File: src/rtl/mc_cpu_controller.sv
// Multi-cycle control unit for the 16-bit accumulator/window CPU (IF/ID/EX/MEM/WB).
// Define MC_CPU_CTRL_PERF_EN to build the retire/stall performance counters.
module mc_cpu_controller #(
  parameter int FUNC_W = 8,
  parameter int CNT_W  = 32
) (
  input  logic              Clk,
  input  logic              Rst,
  input  logic [3:0]        Opcode,
  input  logic [FUNC_W-1:0] Func,
  input  logic              Zero,
  input  logic              MemReady,
  output logic              PCWrite,
  output logic              IRWrite,
  output logic              IorD,
  output logic              MemRead,
  output logic              MemWrite,
  output logic              RegWrite,
  output logic              ALUSrcA,
  output logic              ALUSrcB,
  output logic [2:0]        ALUOp,
  output logic [1:0]        PCSrc,
  output logic [1:0]        WriteControl,
  output logic [1:0]        WndSelect,
  output logic [2:0]        State,
  output logic              IllegalOp,
  output logic [CNT_W-1:0]  RetireCnt,
  output logic [CNT_W-1:0]  StallCnt
);

  typedef enum logic [2:0] {
    S_IF  = 3'b000,
    S_ID  = 3'b001,
    S_EX  = 3'b010,
    S_MEM = 3'b011,
    S_WB  = 3'b100
  } state_t;

  typedef enum logic [3:0] {
    C_LOAD, C_STORE, C_JUMP, C_BRZ, C_NOP,
    C_ALU, C_MOVETO, C_MOVEFROM, C_ILLEGAL
  } cls_t;

  localparam logic [2:0] ALU_ADD   = 3'b000;
  localparam logic [2:0] ALU_SUB   = 3'b001;
  localparam logic [2:0] ALU_AND   = 3'b010;
  localparam logic [2:0] ALU_OR    = 3'b011;
  localparam logic [2:0] ALU_NOT   = 3'b100;
  localparam logic [2:0] ALU_PASSB = 3'b101;

  state_t state_q, state_d;
  cls_t   cls_q, cls_d, dec_cls;
  logic [2:0] aluop_q, aluop_d, dec_aluop;
  logic       srcb_q, srcb_d, dec_srcb;

  // Zero-padded so the one-hot byte and the must-be-zero upper bits work for any FUNC_W.
  logic [FUNC_W+7:0] func_ext;
  logic              func_hi_zero;

  assign func_ext     = {8'b0, Func};
  assign func_hi_zero = ((func_ext >> 8) == '0);

  always_comb begin
    dec_cls   = C_ILLEGAL;
    dec_aluop = ALU_ADD;
    dec_srcb  = 1'b0;
    case (Opcode)
      4'b0000: dec_cls = C_LOAD;
      4'b0001: dec_cls = C_STORE;
      4'b0010: dec_cls = C_JUMP;
      4'b0100: dec_cls = C_BRZ;
      4'b1000: begin
        if (func_hi_zero) begin
          case (func_ext[7:0])
            8'h01: dec_cls = C_MOVETO;
            8'h02: begin dec_cls = C_MOVEFROM; dec_aluop = ALU_PASSB; end
            8'h04: begin dec_cls = C_ALU;      dec_aluop = ALU_ADD;   end
            8'h08: begin dec_cls = C_ALU;      dec_aluop = ALU_SUB;   end
            8'h10: begin dec_cls = C_ALU;      dec_aluop = ALU_AND;   end
            8'h20: begin dec_cls = C_ALU;      dec_aluop = ALU_OR;    end
            8'h40: begin dec_cls = C_ALU;      dec_aluop = ALU_NOT;   end
            8'h80: dec_cls = C_NOP;
            default: dec_cls = C_ILLEGAL;
          endcase
        end
      end
      4'b1100: begin dec_cls = C_ALU; dec_aluop = ALU_ADD; dec_srcb = 1'b1; end
      4'b1101: begin dec_cls = C_ALU; dec_aluop = ALU_SUB; dec_srcb = 1'b1; end
      4'b1110: begin dec_cls = C_ALU; dec_aluop = ALU_AND; dec_srcb = 1'b1; end
      4'b1111: begin dec_cls = C_ALU; dec_aluop = ALU_OR;  dec_srcb = 1'b1; end
      default: dec_cls = C_ILLEGAL;
    endcase
  end

  // Decode is captured on leaving ID so EX/MEM/WB outputs are pure Moore terms.
  always_comb begin
    cls_d   = cls_q;
    aluop_d = aluop_q;
    srcb_d  = srcb_q;
    if (state_q == S_ID) begin
      cls_d   = dec_cls;
      aluop_d = dec_aluop;
      srcb_d  = dec_srcb;
    end
  end

  always_ff @(posedge Clk) begin
    cls_q   <= cls_d;
    aluop_q <= aluop_d;
    srcb_q  <= srcb_d;
  end

  logic       pc_write_c, ir_write_c, iord_c, mem_read_c, mem_write_c, reg_write_c;
  logic       alu_src_a_c, alu_src_b_c, illegal_c;
  logic [2:0] alu_op_c;
  logic [1:0] pc_src_c, write_ctrl_c, wnd_sel_c;
  logic       retire_inc, stall_inc;

  always_comb begin
    state_d      = state_q;
    pc_write_c   = 1'b0;
    ir_write_c   = 1'b0;
    iord_c       = 1'b0;
    mem_read_c   = 1'b0;
    mem_write_c  = 1'b0;
    reg_write_c  = 1'b0;
    alu_src_a_c  = 1'b0;
    alu_src_b_c  = 1'b0;
    illegal_c    = 1'b0;
    alu_op_c     = ALU_ADD;
    pc_src_c     = 2'b00;
    write_ctrl_c = 2'b00;
    wnd_sel_c    = 2'b00;
    retire_inc   = 1'b0;
    stall_inc    = 1'b0;
    case (state_q)
      S_IF: begin
        mem_read_c = 1'b1;
        if (MemReady) begin
          ir_write_c = 1'b1;
          pc_write_c = 1'b1;
          state_d    = S_ID;
        end else begin
          stall_inc = 1'b1;
        end
      end
      S_ID: begin
        case (dec_cls)
          C_JUMP: begin
            pc_write_c = 1'b1;
            pc_src_c   = 2'b10;
            retire_inc = 1'b1;
            state_d    = S_IF;
          end
          C_BRZ: begin
            pc_write_c = Zero;
            pc_src_c   = 2'b01;
            retire_inc = 1'b1;
            state_d    = S_IF;
          end
          C_NOP: begin
            retire_inc = 1'b1;
            state_d    = S_IF;
          end
          C_ILLEGAL: begin
            illegal_c = 1'b1;
            state_d   = S_IF;
          end
          C_LOAD, C_STORE: state_d = S_MEM;
          default:         state_d = S_EX;
        endcase
      end
      S_EX: begin
        alu_src_a_c = 1'b1;
        alu_src_b_c = srcb_q;
        alu_op_c    = aluop_q;
        state_d     = S_WB;
      end
      S_MEM: begin
        iord_c = 1'b1;
        if (cls_q == C_STORE) mem_write_c = 1'b1;
        else                  mem_read_c  = 1'b1;
        if (MemReady) begin
          if (cls_q == C_STORE) begin
            retire_inc = 1'b1;
            state_d    = S_IF;
          end else begin
            state_d = S_WB;
          end
        end else begin
          stall_inc = 1'b1;
        end
      end
      S_WB: begin
        reg_write_c = 1'b1;
        retire_inc  = 1'b1;
        state_d     = S_IF;
        case (cls_q)
          C_LOAD:     write_ctrl_c = 2'b01;
          C_MOVETO:   begin write_ctrl_c = 2'b10; wnd_sel_c = 2'b01; end
          C_MOVEFROM: alu_op_c = ALU_PASSB;
          default:    write_ctrl_c = 2'b00;
        endcase
      end
      default: state_d = S_IF;
    endcase
  end

  always_ff @(posedge Clk) begin
    if (Rst) state_q <= S_IF;
    else     state_q <= state_d;
  end

  // Reset forces every output low in the same cycle, whatever state was left behind.
  assign PCWrite      = ~Rst & pc_write_c;
  assign IRWrite      = ~Rst & ir_write_c;
  assign IorD         = ~Rst & iord_c;
  assign MemRead      = ~Rst & mem_read_c;
  assign MemWrite     = ~Rst & mem_write_c;
  assign RegWrite     = ~Rst & reg_write_c;
  assign ALUSrcA      = ~Rst & alu_src_a_c;
  assign ALUSrcB      = ~Rst & alu_src_b_c;
  assign IllegalOp    = ~Rst & illegal_c;
  assign ALUOp        = Rst ? 3'b000 : alu_op_c;
  assign PCSrc        = Rst ? 2'b00  : pc_src_c;
  assign WriteControl = Rst ? 2'b00  : write_ctrl_c;
  assign WndSelect    = Rst ? 2'b00  : wnd_sel_c;
  assign State        = Rst ? 3'b000 : state_q;

`ifdef MC_CPU_CTRL_PERF_EN
  logic [CNT_W-1:0] retire_cnt_q, retire_cnt_d, stall_cnt_q, stall_cnt_d;

  always_comb begin
    retire_cnt_d = retire_cnt_q + {{(CNT_W-1){1'b0}}, retire_inc};
    stall_cnt_d  = stall_cnt_q  + {{(CNT_W-1){1'b0}}, stall_inc};
  end

  always_ff @(posedge Clk) begin
    if (Rst) begin
      retire_cnt_q <= '0;
      stall_cnt_q  <= '0;
    end else begin
      retire_cnt_q <= retire_cnt_d;
      stall_cnt_q  <= stall_cnt_d;
    end
  end

  assign RetireCnt = Rst ? '0 : retire_cnt_q;
  assign StallCnt  = Rst ? '0 : stall_cnt_q;
`else
  logic unused_perf;
  assign unused_perf = retire_inc ^ stall_inc;
  assign RetireCnt   = '0;
  assign StallCnt    = '0;
`endif

endmodule

File: config.mk
export PLATFORM = sky130hd
export DESIGN_NAME = mc_cpu_controller
export DESIGN_NICKNAME = d
export VERILOG_FILES = /design/src/rtl/mc_cpu_controller.sv
export SDC_FILE = /design/constraint.sdc
export NUM_CORES = 1
export LEC_CHECK = 0
export ABC_CLOCK_PERIOD_IN_PS = 2400
export CORE_MARGIN = 2
export CORE_UTILIZATION = 32
export CTS_CLUSTER_DIAMETER = 200
export DETAILED_ROUTE_END_ITERATION = 6
export HOLD_SLACK_MARGIN = 0.1
export PLACE_DENSITY = 0.7
export SYNTH_ARGS = -nofsm -noshare
export SYNTH_HDL_FRONTEND = slang
export SYNTH_SLANG_ARGS = --single-unit
File: constraint.sdc
create_clock -name Clk -period 2.4 [get_ports Clk]
set_input_delay 0.6 -clock Clk [delete_from_list [all_inputs] [get_ports Clk]]
set_output_delay 0.6 -clock Clk [all_outputs]
set_load 0.1 [all_outputs]
==> out/metrics.csv <==
stage,metric,value,unit
run_status,status,"finished, violations left",
run_status,violations in the final reports,negative setup slack,
floorplanning,FP Rows,25,
sta,final worst path period share,1.02,
power_and_ir_drop,Worst IR Drop VDD,171,uV
layout,nets,291,
global_route,global-route wire length before repair,5550,um
synth,top cell type's share of synthesized area,0.325,
sta,Fin. Hold Viols,0,
clocking,CTS H-tree depth,1,
clocking,Clock Tree Root,clkbuf_8,
synth,Syn. warnings,0,
place,Place WS,-0.526,ns
sta,Fin Clk Skew,0.00506,ns
floorplanning,Die X,74.1,um
layout,Filler Cell Count,434,
route,1st-iter DRT viols,31,
synth,Post-synth top flop,edfxtp_1,
setup_path,Worst EP required,1.80,ns
sta,RSZ-0062 raised after global routing,true,
setup_path,worst-path cell chain,buf_6 -> or4b_4 -> a21oi_4 -> o211a_1 -> nor3_4 -> buf_12,
global_route,initial antenna violation count,0,
synth,top-count cell post-synth,buf_4,
clocking,clock sinks,11,
route,Via Count,1428,
worst_hold_path,type of the most critical hold path,flop to flop,
layout,design area,2520,um2
route,Antenna Violating Nets Remaining,0,
global_route,number of global-route vias before repair,1277,
run,max-cap violations,0,
setup_path,Startpoint Class,primary input,
floorplanning,die area,5490,um2
synth,"FF+latch count, synth",11,
synth,Yosys cell types,46,
floorplanning,Core Region,4720,um2
clocking,CTS tree,done,
route,Routed WL,3490,um
synth,cells after synthesis,197,
floorplanning,Initial Util,0.333,
layout,P&R area growth vs syn,60.2,%
global_route,grt ovf,0,
route,DR DRC count,0,
place,DP Area,2330,um2
place,HPWL after DPL,2880,um
sta,highest clock rate,0.407,GHz
sta,Slew headroom,0.558,
route,drt wl/cell,10.2,um
global_route,largest net degree at the start of global routing,10,
setup_path,Worst Setup End Kind,primary output,
place,Routability Congestion,0.850,
route,via density per instance,4.19,
sta,hold slack,0.592,ns
clocking,cts hold-fix bufs,0,
setup_path,worst path bufs/invs,2,
setup_path,"CP delay by family, top",simple AND/OR/NAND/NOR gates,
synth,post-synthesis cell area,1570,um2
clocking,clk slew on worst S/H paths,0.05,ns
synth,Yosys top cell by area,buf_4,
sta,Least-Margin Pin Slew,0.662,ns
power_and_ir_drop,Leak,1.14,nW
sta,Final Setup Violations,2,
power_and_ir_drop,power consumption,1.18,mW
floorplanning,Die Y-Extent,74.1,um
clocking,"Clk Latency, worst-skew pair",0.24,ns
synth,"top cells by count, synth","68 x buf_4, 14 x nand2_1, 14 x nor2_1",
sta,Slew Limit Fails,0,
power_and_ir_drop,P per Cell Area,470,nW/um2
synth,sequential fraction of the synthesis area,0.191,
layout,# diodes,0,
place,# port buffers,35,
setup_path,WP data arrival,1.86,ns
global_route,Tot GR Track Use,0.129,
synth,Area contributors post-synth,"buf_4 32%, edfxtp_1 15%, dfxtp_1 3.8%",
clocking,Max Root-Sink Buffers,2,
synth,Mean Syn Cell Area,7.98,um2
setup_path,"Largest stage delay, worst path",0.54,ns
setup_path,WS Path Type,primary input to primary output,
setup_path,CP Max Fanout,3,
layout,share of layout cells above drive strength 1,0.453,
synth,Async SR Flop Fraction,0,
sta,slack of the critical path,-0.0579,ns
setup_path,critical path's slowest cell,or4b_4,
route,first-pass iteration count of the detailed router,4,
floorplanning,I/O Pins,101,
synth,Post-synth EDFFs,8,
clocking,TritonCTS Buffers,3,
sta,Period minus WS final,2.46,ns
-- final timing paths --
| check | from | end | slack, ns | depth (start not counted) |
|---|---|---|---|---|
| min | state_q[0] | state_q[2] | 0.59 | 2 |
| max | Func[6] | IllegalOp | -0.06 | 6 |
| max reg2reg | state_q[1] | cls_q[2] | 0.79 | 2 |
| min reg2reg | state_q[0] | state_q[2] | 0.59 | 2 |
-- layer usage --
layer,vias to the layer above,GRT usage,wire length [um]
li1,704,-,-
met1,648,0.154,1350
met2,69,0.228,1820
met3,7,0.0163,250
met4,0,0.0606,70
met5,-,0,0
-- layout by cell type, fill, tap and decap left out, types with 3 or more instances in the layout --
cell type  instances
o21ai_1            4
a211oi_1           3
and2_4             3
clkbuf_8           3
buf_2              4
inv_1              3
a21oi_1            4
nor3_1             3
nor2_1             8
nand2_1            8
buf_12            21
nor2_4             5
nor2b_1            3
buf_6              6
edfxtp_1           8
nand2_2            3
buf_4             47
conb_1            65
dfxtp_1            3
buf_8              4
nor3_4             3
nand2_4            3
xor2_1             6
or4b_4             3
-- worst reg2reg max path: stages (launching register included) --
cell     delay, ns
dfxtp_1       0.37
nor2b_1       0.28
nor2b_1       0.60
-- cells by family after synthesis --
logic type             count (synthesis)  synth area share
flip-flops                            11             0.191
AND/OR/NAND/NOR                       69             0.256
AO/OA/AOI/OAI                         29             0.130
XOR/XNOR                               8            0.0446
buffers and inverters                 79             0.375
other                                  1           0.00238
-- repair_timing --
item | in CTS | in global routing
pin swaps | 18 | 12
endpoints found under the setup margin | 15 | 7
gates resized for setup | 74 | 10
buffers inserted | 4 | 6
-- registers in the layout (all words and copies together) (netlist names) --
register  cells
cls_q         4
state_q       3
aluop_q       3
srcb_q        1
-- power by group --
group / internal (mW) / switching (mW)
Sequential: 0.221 / 0.00969
Combinational: 0.153 / 0.619
Clock: 0.116 / 0.0650
-- metrics by stage --
step                      utilization  setup TNS, ns  cells
after global placement          0.493          -3.44    328
after detailed placement        0.493          -3.68    328
after CTS                       0.515         -0.107    336
final                           0.534         -0.106    341
after floorplan                     -          -3.44    261
after global routing            0.534         -0.197    341
-- layout make-up --
cell class / count / area [um2] / area share
Clock buffer: 4 / 45.0 / 0.0179
Inverter: 3 / 11.3 / 0.00447
Multi-Input combinational cell: 171 / 1130 / 0.448
Sequential cell: 11 / 300 / 0.119
Tap cell: 67 / 83.8 / 0.0333
Timing Repair Buffer: 85 / 951 / 0.377
Note: power is estimated with default switching activity, not from simulation.
